**config.mk**
```make
export PLATFORM = sky130hd
export DESIGN_NAME = uart_tx_arbiter
export DESIGN_NICKNAME = d
export VERILOG_FILES = /design/src/rtl/uart_tx_arbiter.sv
export SDC_FILE = /design/constraint.sdc
export NUM_CORES = 1
export LEC_CHECK = 0
export CAP_MARGIN = 20
export CORE_MARGIN = 1.5
export CORE_UTILIZATION = 38
export DETAILED_ROUTE_END_ITERATION = 12
export PLACE_DENSITY_LB_ADDON = 0.3
export SYNTH_ARGS = -nofsm -noshare
export SYNTH_HDL_FRONTEND = slang
export SYNTH_SLANG_ARGS = --single-unit
export TNS_END_PERCENT = 30
```
**constraint.sdc**
```tcl
create_clock -name CLK -period 1.6 [get_ports CLK]
set_input_delay 0.48 -clock CLK [delete_from_list [all_inputs] [get_ports CLK]]
set_output_delay 0.48 -clock CLK [all_outputs]
set_load 0.005 [all_outputs]
```
**src/rtl/uart_tx_arbiter.sv**
```systemverilog
// uart_tx_arbiter: round-robin arbiter that feeds two requesters into one UART transmitter
module uart_tx_arbiter #(
    parameter int DATA_WIDTH     = 8,
    parameter int LAUNCH_TIMEOUT = 4
) (
    input  logic                  CLK,
    input  logic                  RST,
    input  logic                  req0_valid,
    input  logic [DATA_WIDTH-1:0] req0_data,
    input  logic                  req0_par_en,
    input  logic                  req0_par_typ,
    output logic                  req0_ready,
    input  logic                  req1_valid,
    input  logic [DATA_WIDTH-1:0] req1_data,
    input  logic                  req1_par_en,
    input  logic                  req1_par_typ,
    output logic                  req1_ready,
    input  logic                  tx_busy,
    output logic [DATA_WIDTH-1:0] tx_p_data,
    output logic                  tx_par_en,
    output logic                  tx_par_typ,
    output logic                  tx_data_valid,
    output logic                  grant_id,
    output logic                  arb_busy,
    output logic                  done_pulse,
    output logic                  err_pulse
);
    localparam int CW = $clog2(LAUNCH_TIMEOUT + 1);
    typedef enum logic [3:0] {
        IDLE      = 4'b0001,
        LAUNCH    = 4'b0010,
        WAIT_BUSY = 4'b0100,
        WAIT_DONE = 4'b1000
    } state_t;
    state_t        state, state_nxt;
    logic          last_grant, winner, accept, timeout;
    logic [CW-1:0] cnt;
    // winner selection, next state and combinational strobes
    always_comb begin
        winner    = (req0_valid && req1_valid) ? ~last_grant : req1_valid;
        accept    = (state == IDLE) && (req0_valid || req1_valid);
        timeout   = (state == WAIT_BUSY) && !tx_busy && (cnt == CW'(LAUNCH_TIMEOUT));
        state_nxt = state;
        case (state)
            IDLE:      state_nxt = accept ? LAUNCH : IDLE;
            LAUNCH:    state_nxt = WAIT_BUSY;
            WAIT_BUSY: state_nxt = tx_busy ? WAIT_DONE : (timeout ? IDLE : WAIT_BUSY);
            WAIT_DONE: state_nxt = tx_busy ? WAIT_DONE : IDLE;
            default:   state_nxt = IDLE;
        endcase
    end
    assign req0_ready    = (state == IDLE) && req0_valid && !winner;
    assign req1_ready    = (state == IDLE) && req1_valid && winner;
    assign tx_data_valid = (state == LAUNCH);
    assign arb_busy      = (state != IDLE);
    assign err_pulse     = timeout;
    // state register and round-robin history; last_grant moves only on accept
    always_ff @(posedge CLK) begin
        if (!RST) begin
            state      <= IDLE;
            last_grant <= 1'b1;
        end else begin
            state      <= state_nxt;
            last_grant <= accept ? winner : last_grant;
        end
    end
    // capture the winning byte and its parity setup, held until the next accept
    always_ff @(posedge CLK) begin
        if (!RST) begin
            tx_p_data  <= '0;
            tx_par_en  <= 1'b0;
            tx_par_typ <= 1'b0;
            grant_id   <= 1'b0;
        end else if (accept) begin
            tx_p_data  <= winner ? req1_data : req0_data;
            tx_par_en  <= winner ? req1_par_en : req0_par_en;
            tx_par_typ <= winner ? req1_par_typ : req0_par_typ;
            grant_id   <= winner;
        end
    end
    // launch timeout counter: cleared while launching, saturating while waiting for busy
    always_ff @(posedge CLK) begin
        if (!RST || state == LAUNCH)
            cnt <= '0;
        else if (state == WAIT_BUSY && cnt != CW'(LAUNCH_TIMEOUT))
            cnt <= cnt + CW'(1);
    end
    // completion strobe lands in the first IDLE cycle after the transmitter goes idle
    always_ff @(posedge CLK) begin
        if (!RST)
            done_pulse <= 1'b0;
        else
            done_pulse <= (state == WAIT_DONE) && !tx_busy;
    end
endmodule
```
# Yosys cells after proc, flatten, opt, wreduce, memory -nomap -nowiden
# Index checks and enable logic that the tools add are counted.
# totals
reg_bits	20
word_cells	41
output_inout_bits	17
input_bits	25
# op_classes
n_reduce_logical	15
n_bitwise	1
n_eq_ne	7
muxes	9
add_sub_neg	1
# ops
cell	count
one-hot mux 4 bit (4 select lines)	1
logical AND 1 bit	10
two-way mux 4 bit	2
two-way mux 8 bit	1
== test 4 x 1 -> 1 bit, second input constant	1
== test 4 x 2 -> 1 bit, second input constant	1
== test 4 x 3 -> 1 bit, second input constant	1
== test 4 bit, second input constant	1
inequality test 4 x 1 -> 1 bit, second input constant	1
adder 3 x 1 -> 3 bit, second input constant	1
== test 3 bit, second input constant	1
zero test 1 bit	3
two-way mux 1 bit	3
two-way mux 3 bit	1
inequality test 3 bit, second input constant	1
logical OR 1 bit	2
two-way mux 2 bit	1
inverter 1 bit	1

# Depth between registers and ports, before layout
# Gate-level depths: netlist (run 1).
# logic_depth
word_depth	6
mapped_depth	6
depth_no_buf	5

# Worst setup path before layout (run 1)
# No wires, ideal clock.
# synth_timing
path_type	reg2out
startpoint	reg state[3]
endpoint	out req0_ready
required_ps	1120
arrival_time_ps	1312
stages_incl_launch_ff	6
slack_ps	-192
cell_sequence	dfxtp_1 > buf_2 > nor4b_4 > inv_2 > clkbuf_1 > nor3_1
# synth_via
elab_chain_len	3
# synth_lines
item	line	source
start, declared	35	state_t state, state_nxt;
start signal, assigned	63	state <= state_nxt;
== test 4 x 1 -> 1 bit	52	assign req0_ready = (state == IDLE) && req0_valid && !winner;
logical AND 1 bit (2 in a row)	52	
end, declared	12	output logic req0_ready,
# Every way passes these cells.

# Worst setup path in the final report (run 1)
# layout_timing
startpoint	reg state[1]
endpoint	out req0_ready
# The elaborated chain is that of the path after synthesis.

==> results.cfg, run 1 <==
[global_routing]
grt_pass1_wl_mm = 4.82
gr-total-overflow = 0
grt_start_max_net_pins = 13
grt_usage_pct = 22.5
grt_pass1_vias = 1103
antenna_found_initial = 0

[sta]
finalSetupViolCount = 9
worst_slew_pin_slew_ps = 293
fin_crit_ps = 1950
max_freq_mhz = 514
setup_slack_ps = -346
rsz0062_at_grt = yes
slew_viol_final = 0
relSlewSlack_pct = 80.2
hold_violations = 0
timing.hold.ws_ps = 509
clock-skew-final_ps = 12.6
period_share_pct = 122

[worst_setup_path]
reg2reg_slack_ps = -40
critical_path.startpoint = state[1]
cp_max_fo = 4
worstRegToRegCells = 5
cp-endpoint = req0_ready
rr_startpoint = state[3]
end_kind = primary output
cp.required_ps = 1120
worstSetupStartpointType = flip-flop
cp_data_arrival_time_ps = 1470
critPathKind = flip-flop to primary output
worst_r2r_endpoint = cnt[2]

[detailed_routing]
route.detailed.drc = 0
avgRoutedWirePerCell_um = 14.9
drt_wl_total_mm = 3.03
drt_pass1_iterations = 4
drtIter0Drc = 17
antenna_left = 0
vias = 1111
via_per_inst = 5.47

[power_and_ir_drop]
p_leak_nw = 0.788
ir_drop_v = 0.00103
powerDensity_nw_per_um2 = 950
power_mw = 1.74

[yosys]
syn-instance-count = 103
synth.top_cell.area_share_pct = 39.4
ys.flop_type = dfxtp_1
synth_edf_count = 0
synth_area_leaders = dfxtp_1, o221a_2, o32a_1
synth_nets = 130
ys_async_sr_fraction_pct = 0
ys_warn_count = 0
synth_most_common_cell = dfxtp_1
avgSynthCellArea_um2 = 9.88
synth_cell_type_count = 37
synth_seq_cells = 20
synth_commonest_cells = dfxtp_1, o221a_2, o32a_1
yosysTopAreaCell = dfxtp_1
yosysSeqAreaShare_pct = 39.4
netlist_area_um2 = 1020

[outcome]
status = finished with violations
failed_checks = setup timing

[hold_path]
hp-class = flip-flop to flip-flop
hold_start = state[0]

[clock_network]
clkLatencyLatePin_ps = 310
tritoncts = yes
ctsHoldBuffers = 0
clockRootBuffer = clkbuf_4
htreeDepth = 1
numClockSinks = 20
clockBufferDepth = 2
cts_buffers = 3
clk_pin_slew_ps = 130

[final_layout]
nets = 201
final_util_pct = 73.4
drive_gt1_share_pct = 51.4
final_area_um2 = 1840
area_delta_synth_final_pct = 80.4
num_antenna_cells = 0
fillers = 190

[floorplanning]
die_area_um2 = 3000
initial_utilization_pct = 40.7
coreArea_um2 = 2500
die_w_um = 54.7
fp.dieH_um = 54.7
io_pins = 42
rows = 18

[placement]
gp_congestion = 0.756
portBuffers = 41
dp_hpwl_mm = 2.13
dpl_cell_area_um2 = 1610

[run]
cap_violations = 0
logic make-up (layout without fill, tap and decap cells):
logic type	after synthesis	in the layout	share of synthesized area (%)
buffers and inverters	16	86	6.89
DFF	20	20	39.4
and+or+nand+nor	29	29	19.9
xor gates and xnor gates	2	2	1.72
adders and majority gates	2	2	2.46
AOI/OAI and AO/OA	34	34	29.6
routing by layer:
metal / part of all wire, % / GRT usage (%) / wire (µm) / up-vias
met5: 0 / 0 / 0 / -
met4: 0.33 / 5.00 / 10 / 0
met3: 4.2 / 5.74 / 127 / 2
met2: 51 / 41.1 / 1540 / 30
met1: 44 / 26.0 / 1350 / 536
li1: - / - / - / 543
area by class of cell:
cell class              count  area (µm²)  share of cell area (%)
clock buffers               3        22.5                    1.23
flip-flops and latches     20         429                    23.4
repair buffers             75         661                    36.0
multi-input cells          67         627                    34.2
clock inverters             1        30.0                    1.64
inverters                   7        28.8                    1.57
well taps                  30        37.5                    2.04
worst max-delay path, cell delays in order (launching register included):
cell and delay, ps:
dfxtp_4 390, nor4b_4 330, inv_2 80, buf_6 140, nor3_4 90, buf_2 140
cell usage in the layout (no fill, tap or decap), types with 2 or more instances in the layout:
cell type,Yosys,routed
nor3_4,0,2
dfxtp_1,20,3
o32a_1,10,10
dlygate4sd2_1,0,15
buf_6,1,9
o21ai_2,0,2
nor4b_1,3,2
o21ai_0,4,2
clkdlybuf4s50_1,0,21
nor2_1,3,2
a21oi_1,4,4
dfxtp_4,0,3
nand3_1,2,2
nor2_4,0,2
inv_2,1,3
nor4b_4,1,2
dfxtp_2,0,14
nand2_1,4,4
inv_1,6,3
o221a_2,10,10
buf_4,0,27
nor3_1,4,2
clkbuf_4,0,3
buf_2,2,3
power by group:
group	total [mW]	switching [mW]	internal, mW
Sequential	0.644	0.0567	0.587
Combinational	0.679	0.274	0.404
Clock	0.420	0.167	0.253
metrics by stage:
stage	setup TNS (ps)	std cells	worst slack [ps]
3_5_place_dp	-6910	189	-777
4_1_cts	-1480	200	-344
3_3_place_gp	-6390	189	-726
2_1_floorplan	0	103	7.74
6_report	-1330	203	-346
5_1_grt	-2640	203	-439
flip-flops by register name (all words and copies together), names as in the netlist:
signal / flops
done_pulse: 1
tx_par_typ: 1
state: 4
grant_id: 1
tx_par_en: 1
tx_p_data: 8
cnt: 3
last_grant: 1
repair_timing:
item                                    4_1_cts  5_1_grt
pin swaps                                     6        7
endpoints found under the setup margin       30       17
setup buffers                                 7        4
gates resized for setup                      69       15
worst min path at each step:
stage               cells after the start  slack (ps)         end
floorplan                               2         450  last_grant
global placement                        2         480  last_grant
detailed placement                      2         490  last_grant
CTS                                     1         520    state[3]
global route                            1         520    state[3]
finish                                  1         510    state[3]
Power figures use the tool's default switching activity.
==> inputs of run 2 (changes only) <==
Clock period 1.6 ns to 1.68 ns, I/O delays scaled along.
==> run 2 against run 1 <==
Against the previous run: the run still ends with setup timing left; hold slack better by 21 ps; cell area fell by 2.0%; count of clock-buffer cells in the layout unchanged; power fell by 14%; clock skew shrank 9.9 ps; largest cell class unchanged; highest routed layer unchanged.
==> results.cfg, run 2 (synthesized netlist as in run 1, its figures left out) <==
[sta]
fin_crit_ps = 1930
setup_slack_ps = -248
clock-skew-final_ps = 2.72
hold_violations = 0
tns_ps = -931
rsz0062_at_grt = yes
slew_viol_final = 0
period_share_pct = 115
timing.hold.ws_ps = 530
worst_slew_pin_slew_ps = 355
max_freq_mhz = 519
finalSetupViolCount = 5
relSlewSlack_pct = 76.0

[clock_network]
htreeDepth = 1
clkLatencyLatePin_ps = 300
clockRootBuffer = clkbuf_4
cts_buffers = 3
clk_pin_slew_ps = 110
clockBufferDepth = 2
ctsHoldBuffers = 0
tritoncts = yes
numClockSinks = 20

[detailed_routing]
antenna_left = 0
vias = 1092
drtIter0Drc = 15
drt_wl_total_mm = 3.02
via_per_inst = 5.52
avgRoutedWirePerCell_um = 15.2
drt_pass1_iterations = 4
route.detailed.drc = 0

[final_layout]
top_regs = tx_p_data (8), state (4), cnt (3)
drive_gt1_share_pct = 47.6
final_area_um2 = 1800
area_delta_synth_final_pct = 76.8
ff_latch_area_um2 = 423
final_common_cell = buf_4
largest_reg_flops = 8
largest_register = tx_p_data
num_antenna_cells = 0
final_cell_mix = buf_4, clkdlybuf4s50_1, dfxtp_2
nets = 197
fillers = 185
multi_input_area_um2 = 626

[power_and_ir_drop]
ir_drop_v = 0.000672
p_leak_nw = 0.852
powerDensity_nw_per_um2 = 836

[worst_setup_path]
worst_r2r_endpoint = cnt[2]
end_kind = primary output
crit_family = buffers and inverters
critPathKind = flip-flop to primary output
worstPathCellList = nor4b_4 -> inv_2 -> buf_4 -> buf_6 -> buf_6
reg2reg_slack_ps = 20
cp_num_buf_inv = 4
crit_path_top_delay_cell = dfxtp_4
critical_path.startpoint = state[3]
cp_max_fo = 3
worstRegToRegCells = 5
cp.required_ps = 1180
max_stage_delay_ps = 370
crit_top_cell = buf_6
cp_data_arrival_time_ps = 1420
worstSetupStartpointType = flip-flop
rr_startpoint = state[3]

[hold_path]
hold_start = tx_p_data[6]
whs_path_depth = 1
hold_path_end = tx_p_data[6]
hp-class = flip-flop to flip-flop

[floorplanning]
die_w_um = 54.7
fp.dieH_um = 54.7
rows = 18
die_area_um2 = 3000
io_pins = 42
initial_utilization_pct = 40.7
coreArea_um2 = 2500

[placement]
pre_cts_ws_ps = -728
portBuffers = 41
dpl_cell_area_um2 = 1620
gp_congestion = 0.795
dp_hpwl_mm = 2.16

[global_routing]
antenna_found_initial = 0
met1_usage_pct = 25.4
use_met2_pct = 38.7
grt_pass1_vias = 1069
use_met3_pct = 8.20
top_usage_layer = met2
grt_pass1_wl_mm = 4.67
grt_usage_pct = 22.0
grt_start_max_net_pins = 14
gr-total-overflow = 0

[run]
cap_violations = 0

[outcome]
status = finished with violations
failed_checks = setup timing
run 2: what timing repair did:
action | in CTS | in global routing
gates resized for setup | 38 | 32
endpoints found under the setup margin | 17 | 26
setup buffers | 4 | 1
pin swaps | 4 | 5
run 2: how the worst max path moves through the flow:
stage	cells after the start	endpoint	slack (ps)
2_1_floorplan	5	req0_ready	20
3_3_place_gp	4	err_pulse	-700
3_5_place_dp	4	err_pulse	-730
4_1_cts	4	err_pulse	-270
5_1_grt	5	req0_ready	-330
6_report	5	arb_busy	-250
run 2: layer usage:
metal  part of all wire (%)  up-vias
met5                      0        -
met4                   0.43        0
met3                    5.0        2
met2                     52       29
met1                     43      524
li1                       -      537
run 2: where the power goes:
part | switching, mW | internal, mW | total, mW
registers | 0.0475 | 0.555 | 0.602
clock network | 0.141 | 0.0835 | 0.225
logic | 0.270 | 0.407 | 0.677
total | 0.459 | 1.04 | 1.50
run 2: per-stage QoR:
step,utilization (%),power (mW),instances
finish,71.9,1.50,198
floorplan,-,0.877,103
global placement,64.8,1.19,190
detailed placement,64.8,1.20,190
global route,71.9,1.59,198
CTS,68.7,1.50,197
run 2: final cells by class:
| class | instances | share of cell area [%] |
|---|---|---|
| clock buffers | 3 | 1.25 |
| inverters | 7 | 1.46 |
| multi-input cells | 67 | 34.8 |
| flip-flops and latches | 20 | 23.5 |
| well taps | 30 | 2.09 |
| repair buffers | 71 | 36.9 |
==> inputs of run 3 (changes only) <==
Settings changed: MAX_ROUTING_LAYER set to met4, SKIP_CTS_REPAIR_TIMING set to 1.
==> run 3 against run 2 <==
Against the previous run: the flow still finishes with violations (setup timing); cell count down 1.0%; flip-flop and latch count unchanged; fmax down 1.8%; routed wire length down 4.1%; first-iteration DRC count unchanged; cell area down 1.7%; count of clock-buffer cells in the layout unchanged; power up 0.16%; sequential share of layout area up 0.26 points; critical path depth down 1; critical endpoint is now req1_ready; largest power group unchanged; highest routed layer unchanged.
==> results.cfg, run 3 (synthesized netlist as in run 1, its figures left out) <==
[global_routing]
antenna_found_initial = 0
met1_usage_pct = 25.2
grt_usage_pct = 21.8
grt_pass1_wl_mm = 4.52
use_met3_pct = 7.38
grt_pass1_vias = 1043
use_met2_pct = 36.3
top_usage_layer = met2
grt_start_max_net_pins = 14
gr-total-overflow = 0

[sta]
fin_crit_ps = 1960
rsz0062_at_grt = yes
relSlewSlack_pct = 76.1
max_freq_mhz = 509
hold_violations = 0
worst_slew_pin_slew_ps = 354
slew_viol_final = 0
clock-skew-final_ps = 2.49
tns_ps = -1000
setup_slack_ps = -284
timing.hold.ws_ps = 506
finalSetupViolCount = 5
period_share_pct = 117

[floorplanning]
die_w_um = 54.7
die_area_um2 = 3000
rows = 18
io_pins = 42
coreArea_um2 = 2500
initial_utilization_pct = 40.7
fp.dieH_um = 54.7

[worst_setup_path]
reg2reg_slack_ps = 70
worstSetupStartpointType = input pin
worst_r2r_endpoint = cnt[2]
end_kind = primary output
cp-endpoint = req1_ready
critPathKind = input pin to primary output
cp_data_arrival_time_ps = 1460
worstRegToRegCells = 5
rr_startpoint = state[2]
crit_path_top_delay_cell = clkdlybuf4s50_1
cp.required_ps = 1180
critical_path.startpoint = req1_valid
cp_max_fo = 3
max_stage_delay_ps = 490
worstPathCellList = clkdlybuf4s50_1 -> a21bo_2 -> nor2_4 -> clkbuf_2

[power_and_ir_drop]
power.switching_mw = 0.461
p_sw_share_pct = 30.6
ir_drop_v = 0.000664
power_frac_seq_pct = 40.1
power.internal_mw = 1.05
power_frac_comb_pct = 44.6
powerDensity_nw_per_um2 = 852
clkPwrFrac_pct = 15.4
p_leak_nw = 0.829

[placement]
pre_cts_ws_ps = -728
gp_congestion = 0.806
dp_hpwl_mm = 2.16
dpl_cell_area_um2 = 1620
portBuffers = 41

[final_layout]
ff_latch_area_um2 = 420
drive_gt1_share_pct = 44.0
area_delta_synth_final_pct = 73.8
final_area_um2 = 1770
final_common_cell = clkdlybuf4s50_1
top_regs = tx_p_data (8), state (4), cnt (3)
final_cell_mix = clkdlybuf4s50_1, buf_4, dfxtp_2
nets = 195
num_antenna_cells = 0
fillers = 183
multi_input_area_um2 = 601
largest_register = tx_p_data
largest_reg_flops = 8

[clock_network]
clockBufferDepth = 2
htreeDepth = 1
numClockSinks = 20
cts_buffers = 3
clk_pin_slew_ps = 110
clkLatencyLatePin_ps = 300
tritoncts = yes
clockRootBuffer = clkbuf_4

[detailed_routing]
drt_pass1_iterations = 4
drtIter0Drc = 15
drt_wl_total_mm = 2.89
route.detailed.drc = 0
antenna_left = 0
via_per_inst = 5.51
vias = 1080
avgRoutedWirePerCell_um = 14.8

[outcome]
status = finished with violations
failed_checks = setup timing

[hold_path]
hp-class = flip-flop to flip-flop
hold_start = last_grant

[run]
cap_violations = 0
run 3: how the worst min path moves through the flow:
| stage | to | slack [ps] | cells after the start |
|---|---|---|---|
| after floorplan | last_grant | 450 | 2 |
| after global placement | last_grant | 470 | 2 |
| after detailed placement | last_grant | 480 | 2 |
| after CTS | last_grant | 500 | 2 |
| after global routing | last_grant | 540 | 2 |
| final | last_grant | 510 | 2 |
run 3: area by class of cell:
| cell class | count | share of cell area [%] |
|---|---|---|
| clock buffer | 3 | 1.27 |
| inverter | 7 | 1.49 |
| multi-input combinational | 67 | 34.0 |
| sequential | 20 | 23.8 |
| tap | 30 | 2.12 |
| timing repair buffer | 69 | 37.4 |
run 3: power groups by stage:
| stage | clock network [mW] | registers [mW] | logic, mW |
|---|---|---|---|
| 3_5_place_dp | 0 | 0.601 | 0.603 |
| 5_1_grt | 0.255 | 0.614 | 0.720 |
| 4_1_cts | 0.230 | 0.591 | 0.607 |
| 6_report | 0.231 | 0.604 | 0.671 |
| 3_3_place_gp | 0 | 0.599 | 0.588 |
| 2_1_floorplan | 0 | 0.592 | 0.285 |
run 3: critical path, delay by kind of cell:
kind            cells  cell delay, ps
compound gates      1             260
simple gates        1              90
buf+inv             2             600
run 3: stage by stage:
| step | cells | util [%] | power, mW |
|---|---|---|---|
| after floorplan | 103 | - | 0.877 |
| after CTS | 193 | 65.7 | 1.43 |
| final | 196 | 70.7 | 1.51 |
| after global placement | 190 | 64.8 | 1.19 |
| after global routing | 196 | 70.7 | 1.59 |
| after detailed placement | 190 | 64.8 | 1.20 |
run 3: metal layers:
metal,up-vias,wire length [µm]
met5,-,0
met4,0,12
met3,2,165
met1,513,1290
met2,33,1430
li1,532,-
